[config.mk]
export PLATFORM = sky130hd
export DESIGN_NAME = score_bar_tracker_flat
export DESIGN_NICKNAME = d
export VERILOG_FILES = /design/src/rtl/pong_display_pkg.sv /design/src/rtl/score_bar_tracker_if.sv /design/src/rtl/score_lane.sv /design/src/rtl/score_bar_tracker.sv /design/src/flat_wrapper.sv
export SDC_FILE = /design/constraint.sdc
export NUM_CORES = 1
export LEC_CHECK = 0
export CAP_MARGIN = 40
export CORE_MARGIN = 3
export CORE_UTILIZATION = 40
export DETAILED_ROUTE_END_ITERATION = 12
export GPL_TIMING_DRIVEN = 0
export RECOVER_POWER = 25
export SETUP_SLACK_MARGIN = 0.05
export SKIP_LAST_GASP = 1
export SYNTH_ARGS = -nofsm -noshare
export SYNTH_HDL_FRONTEND = slang
export SYNTH_HIERARCHICAL = 1
export SYNTH_SLANG_ARGS = --single-unit
[constraint.sdc]
create_clock -name clk -period 2.9 [get_ports clk]
set_clock_uncertainty 0.15 [all_clocks]
set_input_delay 0.29 -clock clk [delete_from_list [all_inputs] [get_ports clk]]
set_output_delay 0.29 -clock clk [all_outputs]
set_load 0.05 [all_outputs]
[src/rtl/pong_display_pkg.sv]
// Shared definitions for the pong overlay renderers: game-state encoding,
// winner codes and default tick-bar geometry.
package pong_display_pkg;

    typedef enum logic [1:0] {
        ST_IDLE = 2'd0,
        ST_PLAY = 2'd1,
        ST_OVER = 2'd2
    } game_state_e;

    localparam logic [1:0] WIN_NONE = 2'b00;
    localparam logic [1:0] WIN_P0   = 2'b01;
    localparam logic [1:0] WIN_P1   = 2'b10;
    localparam logic [1:0] WIN_DRAW = 2'b11;

    localparam logic [9:0] BAR_TOP   = 10'd20;
    localparam logic [9:0] BAR_BOT   = 10'd25;
    localparam logic [9:0] BAR_W     = 10'd5;
    localparam logic [9:0] BAR_SPACE = 10'd5;

    localparam bit DIR_RIGHT = 1'b0;
    localparam bit DIR_LEFT  = 1'b1;

    // A player running out means the other one wins; both out is a draw.
    function automatic logic [1:0] winner_code(input logic p0_out, input logic p1_out);
        return {p0_out, p1_out};
    endfunction

endpackage

[src/rtl/score_bar_tracker_if.sv]
// Game-logic / display-controller side signals of the score bar tracker.
interface score_bar_tracker_if #(
    parameter int LIVES_W = 4
);
    logic               frame_tick;
    logic               new_game;
    logic [1:0]         miss;
    logic [9:0]         xpix;
    logic [9:0]         ypix;
    logic [LIVES_W-1:0] lives0;
    logic [LIVES_W-1:0] lives1;
    logic               game_over;
    logic [1:0]         winner;
    logic               pixval;
    logic               altcolor;

    modport master (
        output frame_tick, new_game, miss, xpix, ypix,
        input  lives0, lives1, game_over, winner, pixval, altcolor
    );

    modport slave (
        input  frame_tick, new_game, miss, xpix, ypix,
        output lives0, lives1, game_over, winner, pixval, altcolor
    );
endinterface

[src/rtl/score_lane.sv]
// One player's lives counter, lost-bar blink timer and bar hit test.
// DIRECTION selects whether bars grow rightward from START or leftward from it.
module score_lane
    import pong_display_pkg::*;
#(
    parameter int         MAX_LIVES    = 7,
    parameter int         LIVES_W      = 4,
    parameter logic [9:0] START        = 10'd50,
    parameter bit         DIRECTION    = DIR_RIGHT,
    parameter logic [9:0] TOP          = BAR_TOP,
    parameter logic [9:0] BOT          = BAR_BOT,
    parameter logic [9:0] W            = BAR_W,
    parameter logic [9:0] SPACE        = BAR_SPACE,
    parameter int         BLINK_FRAMES = 32,
    parameter int         BLINK_HALF   = 4
) (
    input  logic               clk,
    input  logic               rst_n,
    input  logic               reload_i,
    input  logic               miss_i,
    input  logic               frame_tick_i,
    input  logic [9:0]         xpix_i,
    input  logic [9:0]         ypix_i,
    output logic [LIVES_W-1:0] lives_o,
    output logic               lit_o,
    output logic               blink_o
);

    localparam int                  BLINK_W = $clog2(BLINK_FRAMES + 1);
    localparam logic [BLINK_W-1:0]  HALF_V  = BLINK_W'(BLINK_HALF);
    localparam logic [9:0]          PITCH   = W + SPACE;

    logic [LIVES_W-1:0] lives_q, lives_d;
    logic [LIVES_W-1:0] blink_idx_q, blink_idx_d;
    logic [BLINK_W-1:0] blink_cnt_q, blink_cnt_d;
    logic [BLINK_W-1:0] blink_quot;
    logic               blink_on;

    always_comb begin
        lives_d     = lives_q;
        blink_idx_d = blink_idx_q;
        blink_cnt_d = blink_cnt_q;
        if (reload_i) begin
            lives_d     = LIVES_W'(MAX_LIVES);
            blink_idx_d = '0;
            blink_cnt_d = '0;
        end else if (miss_i && lives_q != '0) begin
            lives_d     = lives_q - LIVES_W'(1);
            blink_idx_d = lives_q - LIVES_W'(1);
            blink_cnt_d = BLINK_W'(BLINK_FRAMES);
        end else if (frame_tick_i && blink_cnt_q != '0) begin
            blink_cnt_d = blink_cnt_q - BLINK_W'(1);
        end
    end

    always_ff @(posedge clk or negedge rst_n) begin
        if (!rst_n) begin
            lives_q     <= LIVES_W'(MAX_LIVES);
            blink_idx_q <= '0;
            blink_cnt_q <= '0;
        end else begin
            lives_q     <= lives_d;
            blink_idx_q <= blink_idx_d;
            blink_cnt_q <= blink_cnt_d;
        end
    end

    assign blink_quot = blink_cnt_q / HALF_V;
    assign blink_on   = (blink_cnt_q != '0) && blink_quot[0];

    // Bars never overlap, so at most one index can match the pixel.
    always_comb begin
        logic [9:0] lo;
        logic [9:0] hi;
        logic       in_y;
        lit_o   = 1'b0;
        blink_o = 1'b0;
        in_y    = (ypix_i > TOP) && (ypix_i <= BOT);
        for (int i = 0; i < MAX_LIVES; i++) begin
            if (DIRECTION == DIR_RIGHT) begin
                lo = START + 10'(i) * PITCH;
                hi = lo + W;
            end else begin
                hi = START - 10'(i) * PITCH;
                lo = hi - W;
            end
            if (in_y && xpix_i >= lo && xpix_i < hi) begin
                if (LIVES_W'(i) < lives_q) lit_o = 1'b1;
                if (blink_on && LIVES_W'(i) == blink_idx_q) blink_o = 1'b1;
            end
        end
    end

    assign lives_o = lives_q;

endmodule

[src/rtl/score_bar_tracker.sv]
// Tracks both players' lives from miss events, detects game over / winner and
// renders the two tick-bar gauges into the pixel stream with a registered output.
module score_bar_tracker
    import pong_display_pkg::*;
#(
    parameter int         MAX_LIVES    = 7,
    parameter int         LIVES_W      = 4,
    parameter logic [9:0] LEFT_START   = 10'd50,
    parameter logic [9:0] RIGHT_START  = 10'd590,
    parameter logic [9:0] TOP          = BAR_TOP,
    parameter logic [9:0] BOT          = BAR_BOT,
    parameter logic [9:0] W            = BAR_W,
    parameter logic [9:0] SPACE        = BAR_SPACE,
    parameter int         BLINK_FRAMES = 32,
    parameter int         BLINK_HALF   = 4
) (
    input  logic               clk,
    input  logic               rst_n,
    score_bar_tracker_if.slave bus
);

    game_state_e        state_q, state_d;
    logic [1:0]         winner_q, winner_d;
    logic               pixval_q, altcolor_q;
    logic [1:0]         miss_ok;
    logic [LIVES_W-1:0] lives0, lives1;
    logic               lit0, lit1, blink0, blink1;
    logic               out0, out1;
    logic               over_alt;

    // new_game wins over a simultaneous miss, and misses only count while playing.
    assign miss_ok = (state_q == ST_PLAY && !bus.new_game) ? bus.miss : 2'b00;

    score_lane #(
        .MAX_LIVES(MAX_LIVES), .LIVES_W(LIVES_W), .START(LEFT_START), .DIRECTION(DIR_RIGHT),
        .TOP(TOP), .BOT(BOT), .W(W), .SPACE(SPACE),
        .BLINK_FRAMES(BLINK_FRAMES), .BLINK_HALF(BLINK_HALF)
    ) u_lane0 (
        .clk(clk), .rst_n(rst_n), .reload_i(bus.new_game), .miss_i(miss_ok[0]),
        .frame_tick_i(bus.frame_tick), .xpix_i(bus.xpix), .ypix_i(bus.ypix),
        .lives_o(lives0), .lit_o(lit0), .blink_o(blink0)
    );

    score_lane #(
        .MAX_LIVES(MAX_LIVES), .LIVES_W(LIVES_W), .START(RIGHT_START), .DIRECTION(DIR_LEFT),
        .TOP(TOP), .BOT(BOT), .W(W), .SPACE(SPACE),
        .BLINK_FRAMES(BLINK_FRAMES), .BLINK_HALF(BLINK_HALF)
    ) u_lane1 (
        .clk(clk), .rst_n(rst_n), .reload_i(bus.new_game), .miss_i(miss_ok[1]),
        .frame_tick_i(bus.frame_tick), .xpix_i(bus.xpix), .ypix_i(bus.ypix),
        .lives_o(lives1), .lit_o(lit1), .blink_o(blink1)
    );

    assign out0 = miss_ok[0] && (lives0 == LIVES_W'(1));
    assign out1 = miss_ok[1] && (lives1 == LIVES_W'(1));

    always_comb begin
        state_d  = state_q;
        winner_d = winner_q;
        if (bus.new_game) begin
            state_d  = ST_PLAY;
            winner_d = WIN_NONE;
        end else if (state_q == ST_PLAY && (out0 || out1)) begin
            state_d  = ST_OVER;
            winner_d = winner_code(out0, out1);
        end
    end

    always_ff @(posedge clk or negedge rst_n) begin
        if (!rst_n) begin
            state_q  <= ST_IDLE;
            winner_q <= WIN_NONE;
        end else begin
            state_q  <= state_d;
            winner_q <= winner_d;
        end
    end

    assign over_alt = (state_q == ST_OVER) &&
                      ((winner_q[0] && lit0) || (winner_q[1] && lit1));

    always_ff @(posedge clk or negedge rst_n) begin
        if (!rst_n) begin
            pixval_q   <= 1'b0;
            altcolor_q <= 1'b0;
        end else begin
            pixval_q   <= lit0 | blink0 | lit1 | blink1;
            altcolor_q <= blink0 | blink1 | over_alt;
        end
    end

    assign bus.lives0    = lives0;
    assign bus.lives1    = lives1;
    assign bus.game_over = (state_q == ST_OVER);
    assign bus.winner    = winner_q;
    assign bus.pixval    = pixval_q;
    assign bus.altcolor  = altcolor_q;

endmodule

[src/flat_wrapper.sv]
// flat-port wrapper written by rule: the top's interface ports become plain ports
module score_bar_tracker_flat import pong_display_pkg::*;
#(
    parameter int         MAX_LIVES    = 7,
    parameter int         LIVES_W      = 4,
    parameter logic [9:0] LEFT_START   = 10'd50,
    parameter logic [9:0] RIGHT_START  = 10'd590,
    parameter logic [9:0] TOP          = BAR_TOP,
    parameter logic [9:0] BOT          = BAR_BOT,
    parameter logic [9:0] W            = BAR_W,
    parameter logic [9:0] SPACE        = BAR_SPACE,
    parameter int         BLINK_FRAMES = 32,
    parameter int         BLINK_HALF   = 4
)
  (clk, rst_n, bus_frame_tick, bus_new_game, bus_miss, bus_xpix, bus_ypix, bus_lives0, bus_lives1, bus_game_over, bus_winner, bus_pixval, bus_altcolor);
  score_bar_tracker_if #(.LIVES_W(LIVES_W)) bus_i ();
  input  logic clk;
  input  logic rst_n;
  input wire logic [$bits(bus_i.frame_tick)-1:0] bus_frame_tick;
  input wire logic [$bits(bus_i.new_game)-1:0] bus_new_game;
  input wire logic [$bits(bus_i.miss)-1:0] bus_miss;
  input wire logic [$bits(bus_i.xpix)-1:0] bus_xpix;
  input wire logic [$bits(bus_i.ypix)-1:0] bus_ypix;
  output wire logic [$bits(bus_i.lives0)-1:0] bus_lives0;
  output wire logic [$bits(bus_i.lives1)-1:0] bus_lives1;
  output wire logic [$bits(bus_i.game_over)-1:0] bus_game_over;
  output wire logic [$bits(bus_i.winner)-1:0] bus_winner;
  output wire logic [$bits(bus_i.pixval)-1:0] bus_pixval;
  output wire logic [$bits(bus_i.altcolor)-1:0] bus_altcolor;
  assign bus_i.frame_tick = bus_frame_tick;
  assign bus_i.new_game = bus_new_game;
  assign bus_i.miss = bus_miss;
  assign bus_i.xpix = bus_xpix;
  assign bus_i.ypix = bus_ypix;
  assign bus_lives0 = bus_i.lives0;
  assign bus_lives1 = bus_i.lives1;
  assign bus_game_over = bus_i.game_over;
  assign bus_winner = bus_i.winner;
  assign bus_pixval = bus_i.pixval;
  assign bus_altcolor = bus_i.altcolor;
  score_bar_tracker #(.MAX_LIVES(MAX_LIVES), .LIVES_W(LIVES_W), .LEFT_START(LEFT_START), .RIGHT_START(RIGHT_START), .TOP(TOP), .BOT(BOT), .W(W), .SPACE(SPACE), .BLINK_FRAMES(BLINK_FRAMES), .BLINK_HALF(BLINK_HALF)) u_core (.clk(clk), .rst_n(rst_n), .bus(bus_i));
endmodule
After elaboration in Yosys (flattened, before gate mapping)
Cells that the tools add are included.

cells by class
  $add $sub $neg = 4
  magnitude comparators = 44
  equality and inequality tests = 16
  muxes and demuxes = 73
  bitwise logic cells = 5
  reduce and logical (&&, ||, !) cells = 70

operators by type and width
  kind                  number
  $ge 10x10->1 const B  7
  $lt 10x10->1 const B  7
  $lt 10x7->1 const B   6
  $logic_and 1x1->1     56
  $mux 1                56
  $ge 10x7->1 const B   5
  $mux 6                6
  $eq 3x4->1 const A    6
  $lt 3x4->1 const A    6
  $mux 4                6
  $ge 10x6->1 const B   2
  $eq 2x4->1 const A    4
  $lt 1x4->1 const A    4
  $lt 2x4->1 const A    4
  $reduce_bool 6->1     2
  $sub 6x1->6 const B   2
  $gt 10x5->1 const B   1
  $le 10x5->1 const B   1
  $lt 10x6->1 const B   1
  $mux 2                5
  $eq 1x4->1 const A    2
  $eq 4x1->1 const B    2
  $logic_not 4->1       2
  $reduce_bool 4->1     2
  other kinds (8)       17

storage, ports and cells
  bits in registers = 34
  input port bits = 26
  output and inout port bits = 13
  word-level logic and storage cells = 222

Logic depth before layout (Yosys ltp)
  word-level depth = 21
  mapped depth = 9
  gate-level depth less buffers = 9

By module
Netlist, hierarchy kept.

by module, submodules not included
  module                        instances  cells an instance  area an instance (um^2)  seq. area each (um^2)
  score_lane at u_core.u_lane1  1          138                1137.3                   329.1
  score_lane at u_core.u_lane0  1          126                1084.8                   329.1
  score_bar_tracker             1          22                 301.5                    150.1

Least setup slack after synthesis
No wires, ideal clock.

  kind = reg2reg
  start point = register u_core.u_lane1.lives_q[2] (netlist: u_core/u_lane1/lives_o[2])
  end point = register u_core.altcolor_q (netlist: u_core/bus.altcolor)
  library setup time = 0.124 ns
  arrival = 2.228 ns
  required time = 2.626 ns
  slack = 0.398 ns
  cell stages (with the launch flop) = 9
  path buffers = 0
  period minus slack after synthesis = 2.502 ns
  path through = dfstp_2 inv_2 o311ai_1 o31ai_1 a211o_1 a21oi_1 o221ai_1 a22o_1 a211o_1

on the way
  word-level cells in the longest chain between the ends = 19
  elaborated cells between the ends (all ways) = 25
  those cells by class = order compare (7); mux (14); bitwise (1); reduce/logical (3)

RTL lines
  item                      line                     source
  start: declaration        score_lane.sv:33         logic [LIVES_W-1:0] lives_q, lives_d;
  start signal: assignment  score_lane.sv:58         lives_q <= LIVES_W'(MAX_LIVES);
  start signal: assignment  score_lane.sv:62         lives_q <= lives_d;
  $lt 1x4->1                score_lane.sv:88         if (LIVES_W'(i) < lives_q) lit_o = 1'b1;
  $mux 1                    score_lane.sv:88
  $mux 1                    score_lane.sv:87         if (in_y && xpix_i >= lo && xpix_i < hi) begin
  $mux 1                    score_lane.sv:88
  $mux 1                    score_lane.sv:87
  $mux 1                    score_lane.sv:88
  $mux 1                    score_lane.sv:87
  $mux 1                    score_lane.sv:88
  [... 4 more ...]          --
  $mux 1                    score_lane.sv:87
  $mux 1                    score_lane.sv:88
  $mux 1 (*)                score_lane.sv:87
  net u_core.lit1           score_bar_tracker.sv:27  logic lit0, lit1, blink0, blink1;
  $logic_and 1x1->1 (*)     score_bar_tracker.sv:80  ((winner_q[0] && lit0) || (winner_q[1] && lit1));
  $logic_or 1x1->1 (*)      score_bar_tracker.sv:80
  $logic_and 1x1->1 (*)     score_bar_tracker.sv:79  assign over_alt = (state_q == ST_OVER) &&
  $or 1x1->1 (*)            score_bar_tracker.sv:88  altcolor_q <= blink0 | blink1 | over_alt;
  end signal: assignment    score_bar_tracker.sv:88
  end: declaration          score_bar_tracker.sv:24  logic pixval_q, altcolor_q;

The timed path passes the listed nets; every way through them passes the cells marked *.
A chain may end at the register's enable or synchronous reset.

Worst setup path after layout
  start point = input bus_xpix[1]
  end point = register u_core.pixval_q (netlist: u_core/bus.pixval)

on the way
  elaborated cells between the ends (all ways) = 111
  those cells by class = order compare (28); mux (52); bitwise (3); reduce/logical (28)

RTL lines
  item                            line                     source
  start: declaration              flat_wrapper.sv:22       input wire logic [$bits(bus_i.xpix)-1:0] bus_xpix;
  $ge 10x10->1                    score_lane.sv:87
  $logic_and 1x1->1 (2 in a row)  score_lane.sv:87
  $mux 1                          score_lane.sv:87
  $mux 1                          score_lane.sv:88
  $mux 1                          score_lane.sv:87
  $mux 1                          score_lane.sv:88
  $mux 1                          score_lane.sv:87
  $mux 1                          score_lane.sv:88
  $mux 1                          score_lane.sv:87
  $mux 1                          score_lane.sv:88
  $mux 1                          score_lane.sv:87
  $mux 1                          score_lane.sv:88
  $mux 1                          score_lane.sv:87
  $mux 1                          score_lane.sv:88
  $mux 1 (*)                      score_lane.sv:87
  net u_core.lit1                 score_bar_tracker.sv:27
  $or 1x1->1 (*) (2 in a row)     score_bar_tracker.sv:87  pixval_q <= lit0 | blink0 | lit1 | blink1;
  end signal: assignment          score_bar_tracker.sv:87
  end: declaration                score_bar_tracker.sv:24

Marks and branches as above.

==> metrics.json <==
{
  "run_status": {
    "outcome": "finished with violations",
    "violated_checks": "max-capacitance violations, max-slew violations"
  },
  "power_and_ir_drop": {
    "p_int_mw": 1.11,
    "netSwitchingPower_mw": 0.566,
    "sequential_cell_fraction_of_total_power": 0.373,
    "peakVddDrop_mv": 0.431,
    "power-per-cell-area_nw_per_um2": 536,
    "clockPowerShare": 0.278,
    "power.share.combinational": 0.349,
    "power.switching_fraction": 0.337,
    "power.leakage_nw": 1.26
  },
  "timing": {
    "finish_stage_setup_viols": 0,
    "holdWs_ns": 0.393,
    "final_period_minus_worst_setup_slack_ns": 2.67,
    "timing.max_slew.rel_slack": -0.153,
    "tightestPinTransition_ns": 1.73,
    "max_freq_mhz": 375,
    "setup_slack_ns": 0.232,
    "fin_tns_setup_ns": 0,
    "grt_setup_unrepaired": "false",
    "final_hold_viol_count": 0,
    "report.final.slew_viol_count": 33,
    "period_share": 0.920
  },
  "yosys": {
    "async_flop_share": 1.00,
    "syn-num-nets": 322,
    "mean_instance_size_in_the_synthesized_netlist_um2": 8.82,
    "synth_cell_type_count": 71,
    "postSynthCellCount": 286,
    "yosysWarningCount": 6,
    "synth_enable_flop_cells": 0,
    "syn-cell-area_um2": 2520,
    "top_reg_cell_synth": "dfrtp_1",
    "synth_seq_area_share": 0.320,
    "ys_ff_latch": 32
  },
  "global_routing": {
    "grt_use_total": 0.174,
    "grt_start_max_net_pins": 33,
    "global_route.peak_usage_layer": "met2",
    "globalRouteMet1Util": 0.256,
    "grt.met2_usage": 0.273,
    "gr-total-overflow": 0,
    "grt_pass1_wl_um": 10400,
    "grt_util_met3": 0.0291,
    "grt_antenna_before_repair": 0,
    "grt_pass1_vias": 2163
  },
  "placed_design": {
    "place.port_buffers": 38,
    "dpl.cell_count": 399,
    "place_ws_ns": -0.139,
    "dp.final_hpwl_um": 4640,
    "routabilityCongestion": 0.810
  },
  "die": {
    "core-area_um2": 6030,
    "die_width_um": 85.4,
    "die_area_um2": 7300,
    "dieHeight_um": 85.4,
    "io_pins": 39,
    "floorplan.initialDensity": 0.419,
    "rows": 28
  },
  "setup_path": {
    "critical_path.max_stage_delay_ns": 0.55,
    "launching_element_type_of_the_critical_path": "input pin",
    "end_kind": "flop",
    "critical_path.cell_chain": "clkdlybuf4s50_1 > buf_4 > nor2_1 > o32a_1 > nor3_1 > a211o_1 > a21oi_1 > o221ai_1 > or4_1",
    "reg2regPathDepth": 7,
    "r2r_end": "u_core/bus.pixval",
    "kind_of_cell_with_the_highest_combined_delay_on_the_critical_path": "compound AO/OA/AOI/OAI gates",
    "crit_fanout": 9,
    "rr_startpoint": "u_core/u_lane1/lives_o[2]",
    "arrival_ns": 2.66,
    "timing.critical_path.slowest_stage_cell": "clkdlybuf4s50_1",
    "ff2ff_setup_slack_ns": 0.31,
    "critPathKind": "input pin to flop",
    "cp.buffers_inverters": 2,
    "critPathRequiredTime_ns": 2.89
  },
  "clocking": {
    "cts-root-buf": "clkbuf_8",
    "clock_insertion_delay_worst_skew_ns": 0.28,
    "cts_tree": "yes",
    "clkSinkCount": 32,
    "h_tree_depth": 2,
    "clock_path_buffers": 2,
    "clk_pin_slew_worst_paths_ns": 0.07,
    "cts_inserted_buffers": 5
  },
  "worst_hold_path": {
    "hp-start": "u_core/u_lane1/blink_cnt_q[4]",
    "hold_end": "u_core/u_lane1/blink_cnt_q[4]",
    "worstHoldPathType": "flop to flop",
    "min_delay_path_depth": 2
  },
  "finish": {
    "areaGrowthSynthToFinish_pct": 24.2,
    "antennaDiodeCount": 0,
    "instances_no_fill": 408,
    "drive_gt1_frac": 0.120,
    "finish.net_count": 368,
    "finish.utilization": 0.520
  },
  "drt": {
    "drcViolationCount": 0,
    "antenna_violating_nets_post_route": 0,
    "route.vias.total": 2286,
    "initialDrtViolationCount": 84,
    "drt-pass1-iter-count": 4,
    "route.detailed.wl_per_inst_um": 15.1,
    "routed_wirelength_um": 6150,
    "vias_per_cell": 5.60
  },
  "run": {
    "number_of_max_capacitance_violations_reported": 1
  }
}
## power by group through the flow
stage                     logic [mW]  clock network (mW)  registers (mW)
after floorplan                0.432                   0           0.626
final                          0.587               0.467           0.626
after global placement         0.578                   0           0.634
after detailed placement       0.584                   0           0.634
after global routing           0.674               0.498           0.640
after CTS                      0.591               0.482           0.626
## layout make-up
class / instances / area (um^2)
Multi-Input combinational cell: 226 / 1590
Buffer: 10 / 58.8
Timing Repair Buffer: 39 / 392
Inverter: 18 / 67.6
Sequential cell: 32 / 808
Clock buffer: 7 / 96.3
Fill cell: 585 / 2890
Clock inverter: 1 / 30.0
Tap cell: 75 / 93.8
## how the worst max path moves through the flow
stage | slack (ns) | end | from | depth (start not counted)
floorplan | 0.40 | u_core/bus.altcolor | u_core/u_lane1/lives_o[2] | 8
global route | 0.07 | u_core/bus.pixval | bus_xpix[2] | 9
finish | 0.23 | u_core/bus.pixval | bus_xpix[1] | 9
detailed placement | -0.14 | u_core/bus.pixval | bus_xpix[3] | 7
CTS | 0.14 | u_core/bus.pixval | bus_xpix[3] | 7
global placement | -0.23 | u_core/bus.pixval | bus_xpix[4] | 7
## placed cells by master, fill, tap and decap left out, types with 3 or more instances in the layout
cell type,synthesis,layout
xnor2_1,11,11
or3b_1,3,3
clkbuf_1,3,4
nor2_1,34,34
nor3_1,6,6
a211oi_1,4,4
a211o_1,6,6
nor3b_1,6,6
and4bb_2,3,3
or4_1,5,5
o31ai_1,4,4
and4b_1,3,3
a31oi_1,4,4
buf_4,3,3
nor4b_1,3,3
nand3b_1,3,3
ha_1,10,10
clkbuf_8,0,7
a21oi_1,18,18
nor4_1,6,6
o21a_1,3,3
nand2b_1,8,8
dlymetal6s2s_1,0,3
inv_1,17,17
o21ai_1,3,3
a32o_1,3,3
dfrtp_1,26,26
nand2_1,16,16
clkdlybuf4s50_1,0,34
or3_1,3,3
or2_1,4,4
dfstp_2,6,6
o21ai_0,8,8
nand3_1,5,5
## kinds of logic after synthesis
logic type	Yosys count	share of synthesized area
and+or+nand+nor	126	0.316
AOI/OAI and AO/OA	75	0.210
DFF	32	0.320
buffers and inverters	28	0.0501
xor gates and xnor gates	13	0.0451
adders and majority gates	10	0.0496
muxes	2	0.00843
## cell usage after synthesis (6+ instances only)
cell type | number | area (um^2)
a211o_1 | 6 | 52.6
a21oi_1 | 18 | 90.1
dfrtp_1 | 26 | 651
dfstp_2 | 6 | 158
ha_1 | 10 | 125
inv_1 | 17 | 63.8
nand2_1 | 16 | 60.1
nand2b_1 | 8 | 50.1
nor2_1 | 34 | 128
nor3_1 | 6 | 30.0
nor3b_1 | 6 | 45.0
nor4_1 | 6 | 37.5
o21ai_0 | 8 | 40.0
xnor2_1 | 11 | 96.3
## flip-flops by register name, indices dropped and copies added (netlist names)
| register | cells |
|---|---|
| u_core/state_q | 2 |
| u_core/bus.pixval | 1 |
| u_core/u_lane1/blink_idx_q | 3 |
| u_core/u_lane1/lives_o | 4 |
| u_core/u_lane0/lives_o | 4 |
| u_core/bus.altcolor | 1 |
| u_core/u_lane0/blink_idx_q | 3 |
| u_core/bus.winner | 2 |
| u_core/u_lane1/blink_cnt_q | 6 |
| u_core/u_lane0/blink_cnt_q | 6 |
## worst min-delay path: stages (launching register included)
cell	delay [ns]
dfrtp_1	0.35
xnor2_1	0.12
nor2_1	0.04
## repair_timing
action / 4_1_cts / 5_1_grt
endpoints found under the setup margin: 0 / 2
hold buffers: 1 / 0
endpoints found under the hold margin: 26 / 0
buffers inserted: 0 / 0
gates resized for setup: 0 / 3
## through the flow
stage	power (mW)	area [um^2]
6_report	1.68	3140
5_1_grt	1.81	3140
4_1_cts	1.70	3130
3_5_place_dp	1.22	2990
3_3_place_gp	1.21	3000
2_1_floorplan	1.06	2520
## per-layer routing
layer,vias up,part of all wire
met1,1089,0.51
met4,0,0.0046
met5,-,0
li1,1167,-
met3,4,0.024
met2,26,0.46
No activity file was read; power rests on OpenSTA's default activity.
